$ cat src/rtl/dbi4_decoder.sv
// Receive-side 4-bit DBI decoder feeding a 2-entry FIFO; 1-cycle latency, in_ready registered (drops when full).
// Optional toggle-rule policing with sticky err is compiled in when DBI4_ERRCHK_EN is defined.
module dbi4_decoder #(
  parameter logic [3:0] RESET_LINE = 4'b0000
) (
  input  logic       clk,
  input  logic       rst_n,
  input  logic       in_valid,
  output logic       in_ready,
  input  logic [3:0] A_in,
  input  logic       dbi_in,
  output logic       out_valid,
  input  logic       out_ready,
  output logic [3:0] A_out,
  output logic       err,
  input  logic       err_clr
);

  logic [3:0] mem [2];
  logic       wptr;
  logic       rptr;
  logic [1:0] occ;
  logic [1:0] occ_nxt;
  logic       push;
  logic       pop;
  logic [3:0] dec;

  assign push  = in_valid & in_ready;
  assign pop   = out_valid & out_ready;
  assign dec   = A_in ^ {4{dbi_in}};
  assign A_out = mem[rptr];

  always_comb begin
    occ_nxt = occ;
    case ({push, pop})
      2'b10:   occ_nxt = occ + 2'd1;
      2'b01:   occ_nxt = occ - 2'd1;
      default: occ_nxt = occ;
    endcase
  end

  // Flags are registered from next occupancy so no path exists from out_ready to in_ready.
  always_ff @(posedge clk) begin
    if (!rst_n) begin
      mem[0]    <= 4'b0000;
      mem[1]    <= 4'b0000;
      wptr      <= 1'b0;
      rptr      <= 1'b0;
      occ       <= 2'd0;
      in_ready  <= 1'b1;
      out_valid <= 1'b0;
    end else begin
      if (push) begin
        mem[wptr] <= dec;
        wptr      <= ~wptr;
      end
      if (pop) begin
        rptr <= ~rptr;
      end
      occ       <= occ_nxt;
      in_ready  <= (occ_nxt != 2'd2);
      out_valid <= (occ_nxt != 2'd0);
    end
  end

`ifdef DBI4_ERRCHK_EN
  logic [3:0] prev_line;
  logic [3:0] diff;
  logic [2:0] toggles;
  logic       viol;

  assign diff    = A_in ^ prev_line;
  assign toggles = {2'b00, diff[0]} + {2'b00, diff[1]} + {2'b00, diff[2]} + {2'b00, diff[3]};
  assign viol    = push & (toggles > 3'd2);

  // A violation on the same edge as err_clr keeps err set.
  always_ff @(posedge clk) begin
    if (!rst_n) begin
      prev_line <= RESET_LINE;
      err       <= 1'b0;
    end else begin
      if (push) begin
        prev_line <= A_in;
      end
      err <= viol | (err & ~err_clr);
    end
  end
`else
  logic unused_cfg;

  assign unused_cfg = ^{err_clr, RESET_LINE};
  assign err        = 1'b0;
`endif

endmodule

$ cat config.mk
export PLATFORM = sky130hd
export DESIGN_NAME = dbi4_decoder
export DESIGN_NICKNAME = d
export VERILOG_FILES = /design/src/rtl/dbi4_decoder.sv
export SDC_FILE = /design/constraint.sdc
export NUM_CORES = 1
export LEC_CHECK = 0
export CORE_MARGIN = 10
export CORE_UTILIZATION = 40
export CTS_CLUSTER_DIAMETER = 200
export CTS_CLUSTER_SIZE = 24
export DETAILED_ROUTE_END_ITERATION = 7
export GPL_TIMING_DRIVEN = 0
export PLACE_DENSITY = 0.64
export SYNTH_ARGS = -nofsm -noshare
export SYNTH_HDL_FRONTEND = slang
export SYNTH_SLANG_ARGS = --single-unit
$ cat constraint.sdc
create_clock -name clk -period 1.9 [get_ports clk]
set_clock_uncertainty 0.1 [all_clocks]
set_input_delay 0.19 -clock clk [delete_from_list [all_inputs] [get_ports clk]]
set_output_delay 0.19 -clock clk [all_outputs]
set_load 0.02 [all_outputs]
# == Word-level counts from Yosys, hierarchy flattened ==
# Memories as Yosys holds them, arrays and structs flattened. A register that Yosys moved wholly into a read port is not among the register bits.
# Cells that the tools add are included.
# word_totals
rom_bits,0
mem_bits_rw,8
output_inout_bits,7
word_cells,28
in_bits,10
mem_count,1
register_bits,6
latch_bits,0
# mem_list
name,words,word_bits,rd,rd_ports_with_merged_regs,write_ports,line,text
mem,2,4,1,1,2,19,logic [3:0] mem [2];
# op_classes
bitwise_logic,5
div_mod_pow,0
n_eq_ne,3
multipliers,0
muxes,10
add_sub_neg,2
n_shift,0
n_lt_le_gt_ge,0
n_reduce_logical,2
# ops
op,n
$mux W1,8
$mux W4,1
$pmux W2 S2,1
$reduce_or A4 Y1,1
$xor A4 B4 Y4,1
$add A2 B1 Y2 const B,1
$and A1 B1 Y1,2
$eq A2 B1 Y1 const B,1
$eq A2 B2 Y1 const B,1
$ne A2 B2 Y1 const B,1
$not A1 Y1,2
$reduce_bool A2 Y1,1
$sub A2 B1 Y2 const B,1

# == Longest topological paths before layout ==
# depth
depth_word,6
depth_mapped,5
depth_no_buf,5

# == Worst setup path before layout ==
# No wires, ideal clock.
# synth_path
path_kind,register -> register
start,reg in_ready
end,reg occ[1]
path_stages_with_launch,5
arrival_time_ns,1.430
required_ns,1.730
period_less_slack_ns,1.600
setup_time_ns,0.070
setup_slack_ns,0.300
n_path_buf,0
path_cell_list,dfxtp_1 > nand2_1 > ha_1 > or3_1 > a21boi_1
# synth_via
elab_chain_cells,3
word_cells_on_any_way,4
cone_classes,2 x eq/ne; 1 x mux; 1 x bitwise
# synth_rtl
item,line,text
"start, declared",9,"output logic in_ready,"
"start signal, assigned",61,in_ready <= (occ_nxt != 2'd2);
$and A1 B1 Y1 (*),28,assign push = in_valid & in_ready;
$eq A2 B1 Y1 / $eq A2 B2 Y1 (equally long branches),35,"case ({push, pop})"
$pmux W2 S2 (*),35,
"end signal, assigned",60,occ <= occ_nxt;
"end, declared",22,logic [1:0] occ;
# Every way passes the cells marked *; elsewhere a longest branch is shown, timed or not.
# A chain may end at the register's enable or synchronous reset.

==> load_flow_metrics.sql <==
INSERT INTO impl_metrics (metric_group, metric, value, unit) VALUES
('finish', 'design_area', '860', 'um2'),
('detailed_routing', 'ant_nets', '0', ''),
('worst_setup_path', 'rr_endpoint', 'occ[1]', ''),
('timing', 'fmax', '551', 'MHz'),
('clocking', 'clock_latency_on_the_worst_skew_pair', '0.27', 'ns'),
('worst_setup_path', 'cp_data_required_time', '1.61', 'ns'),
('yosys', 'sequential_fraction_of_the_synthesis_area', '55.8', '%'),
('place', 'port_buffers', '13', ''),
('yosys', 'yosys_warnings', '0', ''),
('worst_setup_path', 'reg2reg_setup_slack', '0.34', 'ns'),
('detailed_routing', 'post_drt_wl_per_cell', '12.9', 'um'),
('flow_run', 'maxCapViolCount', '0', ''),
('yosys', 'post_synth_main_area_contributors', 'edfxtp_1, dfxtp_1, xnor2_1', ''),
('place', 'place_inst', '91', ''),
('detailed_routing', 'route.final.wire_length', '1220', 'um'),
('power_and_ir_drop', 'net_switching_component_of_the_power', '0.000225', 'W'),
('finish', 'final_cell_count_no_fill', '95', ''),
('clocking', 'cts_sinks', '15', ''),
('clocking', 'cts_tree', 'built', ''),
('hold_path', 'hold_start', 'dbi_in', ''),
('worst_setup_path', 'arrival', '1.52', 'ns'),
('yosys', 'postSynthAreaPerCell', '11.0', 'um2'),
('finish', 'drive_gt1_share', '11.4', '%'),
('yosys', 'synth_cell_type_count', '25', ''),
('clocking', 'post_cts_buffers', '0', ''),
('worst_setup_path', 'cpMaxStageDelayCell', 'clkdlybuf4s50_1', ''),
('global_route', 'grt_start_max_net_pins', '11', ''),
('detailed_routing', 'drt_first_iter_violations', '13', ''),
('global_route', 'grt.overflow.total', '0', ''),
('place', 'place.gp.congestion', '0.775', ''),
('yosys', 'synthTopCellsByCount', 'edfxtp_1, nor2_1, dfxtp_1, xnor2_1, mux2_2', ''),
('timing', 'report.final.slew_viol_count', '0', ''),
('place', 'placed_cell_area', '832', 'um2'),
('power_and_ir_drop', 'share_comb_of_total_power', '26.7', '%'),
('global_route', 'grt_first_pass_wirelength', '1950', 'um'),
('worst_setup_path', 'worstSetupStartpointType', 'flop', ''),
('place', 'worst_setup_slack_post_dpl', '0.0543', 'ns'),
('finish', 'diodes', '0', ''),
('yosys', 'async_reset_ff_share', '0', '%'),
('clocking', 'root_buffer', 'clkbuf_4', ''),
('timing', 'worst-slew-pin-transition', '0.605', 'ns'),
('global_route', 'grt_antenna_before_repair', '0', ''),
('clocking', 'clock_path_buffers', '2', ''),
('yosys', 'yosysTopAreaCell', 'edfxtp_1', ''),
('yosys', 'yosys.area.top_type_share', '35.2', '%'),
('worst_setup_path', 'worst_r2r_startpoint', 'in_ready', ''),
('finish', 'ff_latch_area', '382', 'um2'),
('clocking', 'cts_buffers', '3', ''),
('die', 'placement_rows', '14', ''),
('timing', 'max-slew-margin-rel', '59.3', '%'),
('worst_setup_path', 'setup.worst_path.end_class', 'output pin', ''),
('power_and_ir_drop', 'clock_power_share', '21.9', '%'),
('die', 'boundaryPins', '17', ''),
('finish', 'multi_input_comb_area', '279', 'um2'),
('finish', 'area_growth_syn_to_layout', '26.1', '%'),
('power_and_ir_drop', 'netSwitchingFraction', '27.9', '%'),
('die', 'dieHeight', '61.3', 'um'),
('detailed_routing', 'drc_errors', '0', ''),
('clocking', 'post_cts_resized', '0', ''),
('clocking', 'clkTransAtPathRegs', '0.09', 'ns'),
('timing', 'fin_tns_setup', '0', 'ns'),
('clocking', 'ctsHtreeMaxLevel', '1', ''),
('detailed_routing', 'num_vias', '476', ''),
('power_and_ir_drop', 'static_leakage_power', '0.328', 'nW'),
('die', 'core_area', '0.00156', 'mm2'),
('power_and_ir_drop', 'share_seq_of_total_power', '51.5', '%'),
('worst_setup_path', 'slowest_delay', '0.54', 'ns'),
('global_route', 'first_global_vias', '448', ''),
('outcome', 'outcome', 'complete, no violations', ''),
('power_and_ir_drop', 'power_density', '938', 'mW/mm2'),
('timing', 'finalWorstSetupSlack', '0.0864', 'ns');
## cell families (layout without fill, tap and decap cells)
kind of cell / after synthesis / in the layout / share of synthesized area, %
compound gates: 6 / 6 / 5.14
xor+xnor: 8 / 8 / 10.3
fa+ha+maj: 1 / 1 / 1.83
buf+inv: 5 / 22 / 3.30
flops: 15 / 15 / 55.8
mux: 4 / 4 / 6.61
other cells: 1 / 1 / 0.550
simple gates: 22 / 22 / 16.5
## metrics by stage
step | total power (W) | util, %
2_1_floorplan | 0.000555 | -
3_3_place_gp | 0.000634 | 53.4
3_5_place_dp | 0.000637 | 53.4
4_1_cts | 0.000811 | 55.1
5_1_grt | 0.000858 | 55.1
6_report | 0.000806 | 55.1
## routing by layer
| metal | vias up | GRT usage [%] | share of wire [%] |
|---|---|---|---|
| li1 | 244 | - | - |
| met1 | 222 | 7.95 | 44 |
| met2 | 8 | 11.1 | 49 |
| met3 | 2 | 2.88 | 6.1 |
| met4 | 0 | 3.91 | 0.74 |
| met5 | - | 0 | 0 |
## cells in the final DEF (no fill, tap or decap), types with 2 or more instances in the layout
cell type        netlist  routed
clkdlybuf4s50_1        0      13
nor2_1                 8       8
edfxtp_1               8       8
xnor2_1                7       7
dfxtp_1                7       6
mux2_2                 4       4
nand2_1                3       3
clkbuf_1               2       3
o21ai_0                3       3
clkbuf_4               0       3
and2_1                 2       2
nor2b_1                2       2
inv_1                  2       2
## area by class of cell
cell class,instances,share of cell area (%)
well taps,16,2.33
repair buffers,13,15.1
flip-flops and latches,15,44.4
plain buffers,3,1.75
inverters,2,0.873
clock buffers,4,3.06
multi-input cells,42,32.5
## sequential cells by signal, summed over array words and instances, names as in the netlist, named ones only
| register | flops |
|---|---|
| occ | 2 |
| rptr | 1 |
| wptr | 1 |
| mem | 8 |
| out_valid | 1 |
| in_ready | 1 |
## power by group through the flow
stage,logic (W),registers [W],clock network [W]
finish,0.000215,0.000415,0.000176
global route,0.000235,0.000422,0.000200
floorplan,0.000131,0.000424,0
detailed placement,0.000215,0.000422,0
CTS,0.000217,0.000415,0.000179
global placement,0.000213,0.000420,0
## worst max-delay path by stage
stage              from        to  slack, ns  cells after the start
6_report           flop  A_out[3]       0.09                      2
4_1_cts            flop  A_out[1]      0.002                      2
3_3_place_gp   in_valid    occ[1]       0.03                      5
3_5_place_dp   in_valid  in_ready       0.05                      6
5_1_grt            flop  A_out[1]       0.01                      2
2_1_floorplan  in_ready    occ[1]       0.30                      4
## worst min-delay path: stages
cell      delay, ns
clkbuf_1       0.15
xnor2_1        0.16
nor2_1         0.08
Note: power is estimated with default switching activity, not from simulation.
